`src/rtl/dsp_exmem_wb_pipe.sv`:
```
// rtl/dsp_exmem_wb_pipe.sv - EX/MEM and MEM/WB registers with decode RAW hazard resolution
// Define DSP_FORWARD_EN to forward MEM/WB results to decode; otherwise matches raise hazard_stall.
module dsp_exmem_wb_pipe #(
  parameter int WORD_LEN  = 16,
  parameter int MODE_LEN  = 2,
  parameter int RADDR_LEN = 4
) (
  input  logic                 clk,
  input  logic                 rst,
  input  logic                 ex_valid,
  input  logic [WORD_LEN-1:0]  ex_alu_result,
  input  logic [WORD_LEN-1:0]  ex_data_s1,
  input  logic [WORD_LEN-1:0]  ex_data_s2,
  input  logic [MODE_LEN-1:0]  ex_mem_mode,
  input  logic                 ex_write_back_en,
  input  logic [RADDR_LEN-1:0] ex_dest,
  input  logic                 stall,
  input  logic                 flush,
  output logic [WORD_LEN-1:0]  mem_alu_result,
  output logic [WORD_LEN-1:0]  mem_data_s1,
  output logic [WORD_LEN-1:0]  mem_data_s2,
  output logic [MODE_LEN-1:0]  mem_mode,
  output logic                 mem_write_back_en,
  output logic                 mem_valid,
  input  logic [WORD_LEN-1:0]  mem_write_back,
  input  logic                 mem_regfile_we,
  output logic                 wb_we,
  output logic [RADDR_LEN-1:0] wb_dest,
  output logic [WORD_LEN-1:0]  wb_data,
  input  logic [RADDR_LEN-1:0] id_rs1,
  input  logic [RADDR_LEN-1:0] id_rs2,
  input  logic                 id_rs1_used,
  input  logic                 id_rs2_used,
  input  logic [WORD_LEN-1:0]  id_rs1_data,
  input  logic [WORD_LEN-1:0]  id_rs2_data,
  output logic [WORD_LEN-1:0]  fwd_rs1_data,
  output logic [WORD_LEN-1:0]  fwd_rs2_data,
  output logic                 hazard_stall
);

  localparam logic [MODE_LEN-1:0] MEM_NONE = '0;

  logic                 r_valid;
  logic [WORD_LEN-1:0]  r_alu;
  logic [WORD_LEN-1:0]  r_s1;
  logic [WORD_LEN-1:0]  r_s2;
  logic [MODE_LEN-1:0]  r_mode;
  logic                 r_wben;
  logic [RADDR_LEN-1:0] r_dest;

  logic                 r_wb_we;
  logic [RADDR_LEN-1:0] r_wb_dest;
  logic [WORD_LEN-1:0]  r_wb_data;

  always_ff @(posedge clk) begin
    if (rst || flush || (!stall && !ex_valid)) begin
      r_valid <= 1'b0;
      r_alu   <= '0;
      r_s1    <= '0;
      r_s2    <= '0;
      r_mode  <= MEM_NONE;
      r_wben  <= 1'b0;
      r_dest  <= '0;
    end else if (!stall) begin
      r_valid <= 1'b1;
      r_alu   <= ex_alu_result;
      r_s1    <= ex_data_s1;
      r_s2    <= ex_data_s2;
      r_mode  <= ex_mem_mode;
      r_wben  <= ex_write_back_en;
      r_dest  <= ex_dest;
    end
  end

  // WB never holds: a stalled MEM instruction feeds bubbles until it is released
  always_ff @(posedge clk) begin
    if (rst) begin
      r_wb_we   <= 1'b0;
      r_wb_dest <= '0;
      r_wb_data <= '0;
    end else begin
      r_wb_we   <= r_valid & mem_regfile_we & ~stall;
      r_wb_dest <= r_dest;
      r_wb_data <= mem_write_back;
    end
  end

  assign mem_valid         = r_valid;
  assign mem_alu_result    = r_alu;
  assign mem_data_s1       = r_s1;
  assign mem_data_s2       = r_s2;
  assign mem_mode          = r_mode;
  assign mem_write_back_en = r_wben & r_valid;
  assign wb_we             = r_wb_we;
  assign wb_dest           = r_wb_dest;
  assign wb_data           = r_wb_data;

  logic w_mem_hit1, w_mem_hit2, w_wb_hit1, w_wb_hit2;

  assign w_mem_hit1 = id_rs1_used & r_valid & mem_regfile_we & (r_dest == id_rs1);
  assign w_mem_hit2 = id_rs2_used & r_valid & mem_regfile_we & (r_dest == id_rs2);
  assign w_wb_hit1  = id_rs1_used & r_wb_we & (r_wb_dest == id_rs1);
  assign w_wb_hit2  = id_rs2_used & r_wb_we & (r_wb_dest == id_rs2);

`ifdef DSP_FORWARD_EN
  // The younger MEM result shadows the older WB result
  assign fwd_rs1_data = w_mem_hit1 ? mem_write_back : (w_wb_hit1 ? r_wb_data : id_rs1_data);
  assign fwd_rs2_data = w_mem_hit2 ? mem_write_back : (w_wb_hit2 ? r_wb_data : id_rs2_data);
  assign hazard_stall = 1'b0;
`else
  assign fwd_rs1_data = id_rs1_data;
  assign fwd_rs2_data = id_rs2_data;
  assign hazard_stall = w_mem_hit1 | w_mem_hit2 | w_wb_hit1 | w_wb_hit2;
`endif

endmodule

```
`config.mk`:
```
export PLATFORM = sky130hd
export DESIGN_NAME = dsp_exmem_wb_pipe
export DESIGN_NICKNAME = d
export VERILOG_FILES = /design/src/rtl/dsp_exmem_wb_pipe.sv
export SDC_FILE = /design/constraint.sdc
export NUM_CORES = 1
export LEC_CHECK = 0
export CORE_MARGIN = 5
export CORE_UTILIZATION = 34
export CTS_CLUSTER_SIZE = 10
export DETAILED_ROUTE_END_ITERATION = 10
export GPL_ROUTABILITY_DRIVEN = 0
export PLACE_DENSITY = 0.83
export RECOVER_POWER = 25
export SLEW_MARGIN = 25
export SYNTH_ARGS = -nofsm -noshare
export SYNTH_HDL_FRONTEND = slang
export SYNTH_SLANG_ARGS = --single-unit
```
`constraint.sdc`:
```
create_clock -name clk -period 1.95 [get_ports clk]
set_clock_uncertainty 0.2 [all_clocks]
set_input_delay 0.39 -clock clk [delete_from_list [all_inputs] [get_ports clk]]
set_output_delay 0.39 -clock clk [all_outputs]
set_load 0.05 [all_outputs]
```
# After elaboration in Yosys (flattened, before gate mapping)
# Cells that the tools add are included.
# totals
register_bits,77
in_bits,119
output_inout_bits,106
# classes
eq_ne,4
bitwise,17
reduce_logical,5
# op_table
operator,count
$eq A4 B4 Y1,4
$and A1 B1 Y1,13
$or A1 B1 Y1,3
$logic_not A1 Y1,2
$logic_or A1 B1 Y1,2
$logic_and A1 B1 Y1,1
$not A1 Y1,1

# Longest topological paths before layout
# Gate-level depths: netlist of the first run.
# logic_depth
depth_word,6
ltp_mapped,5
mapped_depth_nobuf,4

# Least setup slack after synthesis of the first run
# No wires, ideal clock.
# synth_path
kind,flip-flop to output port
from,"register r_wb_dest[0], in the netlist wb_dest[0]"
to,output hazard_stall
t_arrival_ns,1.660
required_ns,1.360
slack_ns,-0.300
path_stages_with_launch,5
cell_sequence,dfxtp_1 xnor2_1 nand3_1 nor4_1 or4_1
# synth_between
elab_chain_cells,4
elab_cells_between_ends,6
# synth_lines
item,line_no,source
from (decl),52,logic [RADDR_LEN-1:0] r_wb_dest;
from (signal assigned),83,r_wb_dest <= r_dest;
$eq A4 B4 Y1,102,assign w_wb_hit1 = id_rs1_used & r_wb_we & (r_wb_dest == id_rs1);
$and A1 B1 Y1,102,
$or A1 B1 Y1,113,assign hazard_stall = w_mem_hit1 | w_mem_hit2 | w_wb_hit1 | w_wb_hit2;
$or A1 B1 Y1 *,113,
to (decl),38,output logic hazard_stall
# Mark *: on every way between the ends. The rest lies on a longest branch, timed or not.

# Worst setup path after layout of the first run
# layout_path
from,input id_rs2[1]
to,output hazard_stall
# layout_between
elab_chain_cells,5
elab_cells_between_ends,7
# layout_lines
item,line_no,source
from (decl),31,"input logic [RADDR_LEN-1:0] id_rs2,"
$eq A4 B4 Y1,101,assign w_mem_hit2 = id_rs2_used & r_valid & mem_regfile_we & (r_dest == id_rs2);
$and A1 B1 Y1,101,
$or A1 B1 Y1 (2 in series),113,
$or A1 B1 Y1 *,113,
# Marked as above.

==> key figures, run 1 <==
Status
  – Status: finished, violations left
  – Failing checks: setup timing

Synthesis
  – Synth Net Count: 405
  – Largest family of logic cells by synthesized area: multiplexers
  – Synthesized flop and latch total: 77
  – Compound-cell area share of the yosys netlist: 0.00337
  – Post-synthesis simple-gate area fraction: 0.137
  – Post-Syn Area: 2970 sq um
  – Post-Synth Adder-Cell Area: 0
  – Sequential element share of the synthesized area: 0.519
  – Multiplexer area fraction after synthesis: 0.185
  – Xor/xnor share of the synthesized area: 0.0471
  – Mapped Avg Cell Area: 10.4 sq um
  – Yosys cell types: 21
  – Cells after synthesis: 286
  – Synthesis Warnings: 0

Critical path
  – Reg2reg start: mem_valid
  – Crit-path slowest cell: or4_4
  – CP Launch Type: input port
  – CP arrival: 1.66 ns
  – Reg2Reg Setup Slack: 0.99 ns
  – CP max FO: 2
  – CP Capture Type: output port
  – Crit-path cells: clkdlybuf4s15_2 -> buf_4 -> xor2_1 -> nor4_1 -> or4_4 -> buf_8
  – R2R depth: 3
  – Crit path kind: in2out
  – CP max stage delay: 0.54 ns
  – Worst EP required: 1.36 ns
  – Worst reg2reg endpoint: wb_we

Placed design
  – Post-DP Area: 4380 sq um
  – Port Buf Inserts: 160
  – Setup WS pre-CTS: -0.508 ns
  – Post-DP HPWL: 6300 um

Cells and area
  – Ant. Diodes: 0
  – Layout area overhead: 55.4%
  – Layout cell share with drive strength beyond 1: 0.272
  – FF+latch area: 1550 sq um
  – # nets final: 541
  – Final core occ: 0.535
  – Multi-input logic area: 1140 sq um
  – Fill count: 795
  – Design area: 4620 sq um

Min path
  – Hold crit path type: in2reg
  – Hold Path Sink: wb_we
  – Hold path cells: 2
  – Hold Startpoint: stall

Floorplan
  – Top Ports: 225
  – Die Y: 104 um
  – Row cnt: 34
  – Core Region: 8640 sq um
  – Initial Util: 0.344
  – Die Width: 104 um
  – Die ar.: 10700 sq um

Timing
  – Final worst path period share: 1.15
  – Fmax: 0.444 GHz
  – Worst-margin pin slew: 0.894 ns
  – Max-slew violations: 0
  – Rel. slew slack: 0.404
  – Setup slack after layout: -0.300 ns
  – RSZ-0062 raised after global routing: true
  – Final hold viol count: 0
  – Setup tns final: -0.300 ns
  – Final Setup Violations: 1
  – Final Critical Period: 2.25 ns

Global route
  – GRT Total Usage: 0.144
  – Pin count of the biggest net entering global routing: 52
  – Number of global-route vias before repair: 2627
  – Grt total ovfl: 0
  – Initial antenna violation count: 1
  – First-pass GRT wire length: 12800 um

Clocking
  – CTS H-tree depth: 3
  – CTS clk-pin slew, worst paths: 0.07 ns
  – Num CTS Buffers: 9
  – CTS tree: yes
  – Root Driver: clkbuf_8
  – Max Root-Sink Buffers: 2
  – Hold buffer count at cts: 0
  – Clock Sink Count: 77
  – Clk Latency, worst-skew pair: 0.33 ns
  – Post-CTS setup buffer count: 0

Power and ir drop
  – Worst vdd ir: 0.456 mV
  – Total power: 3.61 mW
  – P_leak: 2.11 nW
  – PD cells: 782 nW/um^2

Drt
  – TritonRoute pass-1 iters: 5
  – Vias per cell: 4.52
  – Antenna viol nets, final: 0
  – Vias: 2417
  – # DRC: 0
  – Routed wire per std cell: 15.0 um
  – Initial DRC count: 21
  – Final WL: 8020 um

Job
  – Max_cap viols: 0
## registers in the layout, indices dropped and copies added (netlist names)
register	flops
wb_data	16
mem_data_s1	16
wb_we	1
mem_alu_result	16
r_wben	1
mem_data_s2	16
r_dest	4
mem_mode	2
mem_valid	1
wb_dest	4
## worst max-delay path by stage
stage	start	endpoint	slack, ns	depth (start not counted)
2_1_floorplan	wb_dest[3]	hazard_stall	0.02	3
3_3_place_gp	id_rs2[0]	hazard_stall	-0.49	6
3_5_place_dp	id_rs1[3]	hazard_stall	-0.51	5
4_1_cts	wb_dest[3]	hazard_stall	-0.30	4
5_1_grt	wb_dest[0]	hazard_stall	-0.35	5
6_report	id_rs2[1]	hazard_stall	-0.30	6
## power by group
group          switching (mW)  internal [mW]  leakage [nW]
Clock                   0.582          0.762         0.114
Sequential             0.0263           1.62         0.633
Combinational           0.317          0.302          1.36
## logic make-up (layout without fill, tap and decap cells)
group / Yosys count / count (layout)
AND/OR/NAND/NOR: 88 / 88
flip-flops: 77 / 77
multiplexers: 55 / 55
XOR/XNOR: 16 / 16
AO/OA/AOI/OAI: 2 / 2
buffers and inverters: 48 / 189
## cell usage in the layout, fill, tap and decap left out
cell,n
or4_4,1
nor2_1,56
dlygate4sd3_1,1
dfxtp_4,1
bufinv_16,2
clkinv_4,1
mux2i_1,55
clkbuf_1,2
clkdlybuf4s50_1,73
dfxtp_2,7
buf_8,1
clkbuf_8,10
nand3_1,1
clkdlybuf4s15_1,1
xnor2_2,1
nor2b_2,1
dlygate4sd2_1,7
xor2_1,12
nor2b_1,19
dlymetal6s2s_1,1
nand4_1,2
buf_4,80
nand2_1,1
clkdlybuf4s15_2,2
buf_12,5
inv_1,1
o21ai_4,1
nor3_1,1
nand3_2,1
xnor2_1,3
a21oi_1,1
dfxtp_1,69
and2_1,1
clkinv_2,1
nor4_1,4
inv_6,1
## what timing repair did
action	CTS	global route
pin swaps	9	2
endpoints found under the hold margin	0	0
setup endpoints to repair	1	1
resized for setup	22	3
## layer usage
layer	vias up	share of wire	wire, um	GRT usage
met5	-	0.0016	13	0
met4	2	0.027	219	0.0712
met3	27	0.11	862	0.0603
met2	121	0.50	4050	0.252
met1	1102	0.36	2880	0.146
li1	1165	-	-	-
## critical path: cells and delay by family
| kind | cells | cell delay [ns] |
|---|---|---|
| XOR/XNOR | 1 | 0.16 |
| AND/OR/NAND/NOR | 2 | 0.60 |
| buffers and inverters | 3 | 0.51 |
## final cells by class
class / count / area share
clock buffer: 11 / 0.0306
inverter: 1 / 0.000813
timing repair buffer: 172 / 0.339
clock inverter: 5 / 0.0179
sequential: 77 / 0.336
tap: 108 / 0.0293
multi-input combinational: 161 / 0.246
## synth_stat cells
master	count	share of area
dfxtp_1	77	0.52
nor2_1	56	0.071
mux2i_1	55	0.19
buf_4	36	0.091
nor2b_1	19	0.040
xor2_1	12	0.035
buf_2	6	0.010
clkbuf_1	4	0.0050
nor4_1	4	0.0084
xnor2_1	4	0.012
nand3_1	2	0.0034
nand4_1	2	0.0042
a21oi_1	1	0.0017
and2_1	1	0.0021
buf_1	1	0.0013
inv_1	1	0.0013
nand2_1	1	0.0013
nor2b_2	1	0.0029
nor3_1	1	0.0017
o21ai_1	1	0.0017
or4_1	1	0.0025
## per-stage QoR
stage               hold slack, ns  cells
finish                       0.208    535
global route                 0.199    535
CTS                          0.193    535
detailed placement           0.284    519
global placement             0.266    519
floorplan                    0.255    286
Note: power is estimated with default switching activity, not from simulation.
==> run 2: changes to the inputs <==
--- a/config.mk
+++ b/config.mk
@@ -10,7 +10,7 @@
 export CTS_CLUSTER_SIZE = 10
 export DETAILED_ROUTE_END_ITERATION = 10
 export GPL_ROUTABILITY_DRIVEN = 0
-export PLACE_DENSITY = 0.83
+export PLACE_DENSITY = 0.81
 export RECOVER_POWER = 25
 export SLEW_MARGIN = 25
 export SYNTH_ARGS = -nofsm -noshare
==> run 2 against run 1 <==
  * Design area decreased by 0.95%
  * Highest routed layer is now met4
  * Global-route usage shrank 0.39 points
  * Core utilization fell by 0.51 points
  * Total power is 5.2% lower
  * Combinational power hardly changed
  * Routed wire length shrank 5.2%
  * Die area did not move
  * Register-to-register slack about the same
  * Critical path depth is 1 lower
  * The flow still finishes with violations (setup timing)
  * Clock power shrank 13%
  * First-iteration DRC count up 100%
==> key figures, run 2 (synthesis gave the netlist of run 1 again) <==
Global route
  – Met2 usage: 0.241 (was 0.252)
  – Grt total ovfl: 0 (unchanged)
  – First-pass GRT wire length: 12400 um (was 12800 um)
  – GR met3 Demand/Resource: 0.0603 (unchanged)
  – Number of global-route vias before repair: 2449 (was 2627)
  – Pin count of the biggest net entering global routing: 31 (was 52)
  – Met1 usage: 0.154 (was 0.146)
  – Initial antenna violation count: 0 (was 1)
  – GRT Total Usage: 0.140 (was 0.144)
  – GR peak layer: met2 (unchanged)

Cells and area
  – Ant. Diodes: 0 (unchanged)
  – Layout cell share with drive strength beyond 1: 0.259 (was 0.272)
  – Layout area overhead: 53.9% (was 55.4%)
  – Most common cell after layout, fill and taps aside: buf_4 (unchanged)
  – # nets final: 539 (was 541)
  – Fill count: 769 (was 795)
  – Leading cell types in the layout, fill and taps excluded: buf_4 (77), clkdlybuf4s50_1 (75), dfxtp_1 (69) (was buf_4 (80), clkdlybuf4s50_1 (73), dfxtp_1 (69))

Clocking
  – Max Root-Sink Buffers: 2 (unchanged)
  – CTS clk-pin slew, worst paths: 0.07 ns (about the same)
  – Clk Latency, worst-skew pair: 0.33 ns (about the same)
  – Clock Sink Count: 77 (unchanged)
  – CTS H-tree depth: 3 (unchanged)
  – Num CTS Buffers: 9 (unchanged)
  – CTS tree: yes (unchanged)
  – Root Driver: clkbuf_8 (unchanged)
  – Hold buffer count at cts: 0 (unchanged)

Placed design
  – Post-DP HPWL: 5990 um (was 6300 um)
  – Port Buf Inserts: 160 (unchanged)
  – Setup WS pre-CTS: -0.510 ns (was -0.508 ns)

Timing
  – Max-slew violations: 0 (unchanged)
  – Fmax: 0.446 GHz (was 0.444 GHz)
  – Final Setup Violations: 1 (unchanged)
  – RSZ-0062 raised after global routing: true (unchanged)
  – Rel. slew slack: 0.423 (was 0.404)
  – Final hold viol count: 0 (unchanged)
  – Setup tns final: -0.293 ns (was -0.300 ns)
  – Setup slack after layout: -0.293 ns (was -0.300 ns)
  – Final worst path period share: 1.15 (about the same)
  – Worst-margin pin slew: 0.866 ns (was 0.894 ns)
  – Final Critical Period: 2.24 ns (was 2.25 ns)

Critical path
  – CP Capture Type: output port (unchanged)
  – CP max FO: 2 (unchanged)
  – Worst EP required: 1.36 ns (about the same)
  – Crit path kind: in2out (unchanged)
  – CP Launch Type: input port (unchanged)
  – CP arrival: 1.65 ns (was 1.66 ns)

Drt
  – Routed wire per std cell: 14.3 um (was 15.0 um)
  – Vias per cell: 4.42 (was 4.52)
  – # DRC: 0 (unchanged)
  – Initial DRC count: 42 (was 21)
  – Vias: 2354 (was 2417)
  – TritonRoute pass-1 iters: 4 (was 5)
  – Antenna viol nets, final: 0 (unchanged)
  – Final WL: 7610 um (was 8020 um)

Floorplan
  – Die Width: 104 um (unchanged)
  – Initial Util: 0.344 (unchanged)
  – Die Y: 104 um (unchanged)
  – Row cnt: 34 (unchanged)
  – Top Ports: 225 (unchanged)
  – Core Region: 8640 sq um (unchanged)
  – Die ar.: 10700 sq um (unchanged)

Power and ir drop
  – Clock power frac: 0.338 (was 0.372)
  – P_leak: 2.08 nW (was 2.11 nW)
  – Logic pwr share: 0.181 (was 0.171)
  – Pint: 2.54 mW (was 2.69 mW)
  – Reg power frac: 0.481 (was 0.457)
  – PD cells: 748 nW/um^2 (was 782 nW/um^2)
  – Switching Share: 0.257 (was 0.256)
  – NetSw: 0.881 mW (was 0.925 mW)
  – Total power: 3.42 mW (was 3.61 mW)
  – Worst vdd ir: 0.274 mV (was 0.456 mV)

Status
  – Failing checks: setup timing (unchanged)
  – Status: finished, violations left (unchanged)

Min path
  – Hold crit path type: in2reg (unchanged)

Job
  – Max_cap viols: 0 (unchanged)
## run 2: layout make-up
cell class | count | area, sq um | share of cell area
timing repair buffer | 170 | 1560 | 0.340
multi-input combinational | 161 | 1130 | 0.247
tap | 108 | 135 | 0.0295
inverter | 1 | 3.75 | 0.000820
sequential | 77 | 1560 | 0.341
clock inverter | 4 | 48.8 | 0.0107
clock buffer | 11 | 141 | 0.0309
## run 2: metal layers
metal	up-vias	share of wire	wire (um)
li1	1161	-	-
met1	1074	0.39	3000
met2	108	0.50	3800
met3	11	0.090	684
met4	0	0.015	116
met5	-	0	0
## run 2: worst paths after layout
check                                    start           end  slack (ns)  depth (start not counted)
worst max-delay path               id_rs1_used  hazard_stall       -0.29                          5
worst min-delay path            mem_regfile_we         wb_we        0.29                          3
worst max register to register       mem_valid         wb_we        0.99                          3
worst min register to register          r_wben        r_wben        0.29                          2
## run 2: critical path: stages
cell	delay, ns
clkdlybuf4s50_1	0.42
nand4_1	0.08
nor4_1	0.05
or4_4	0.54
buf_8	0.17
## run 2: what timing repair did
| action | 4_1_cts | 5_1_grt |
|---|---|---|
| gates resized for setup | 19 | 0 |
| buffers inserted | 1 | 0 |
| hold endpoints to repair | 0 | 0 |
| pin swaps | 5 | 0 |
| endpoints found under the setup margin | 1 | 1 |
## run 2: power by group through the flow
stage	registers [mW]	clock network (mW)	logic [mW]
after floorplan	1.85	0	0.332
final	1.65	1.16	0.618
after detailed placement	1.69	0	0.630
after global placement	1.68	0	0.622
after CTS	1.65	1.22	0.626
after global routing	1.65	1.29	0.655
## run 2: per-stage QoR
step | cells | instance area [sq um] | hold slack, ns | util
global route | 532 | 4580 | 0.258 | 0.530
CTS | 532 | 4580 | 0.254 | 0.530
detailed placement | 516 | 4370 | 0.284 | 0.506
floorplan | 286 | 2980 | 0.255 | -
finish | 532 | 4580 | 0.287 | 0.530
global placement | 516 | 4370 | 0.271 | 0.506
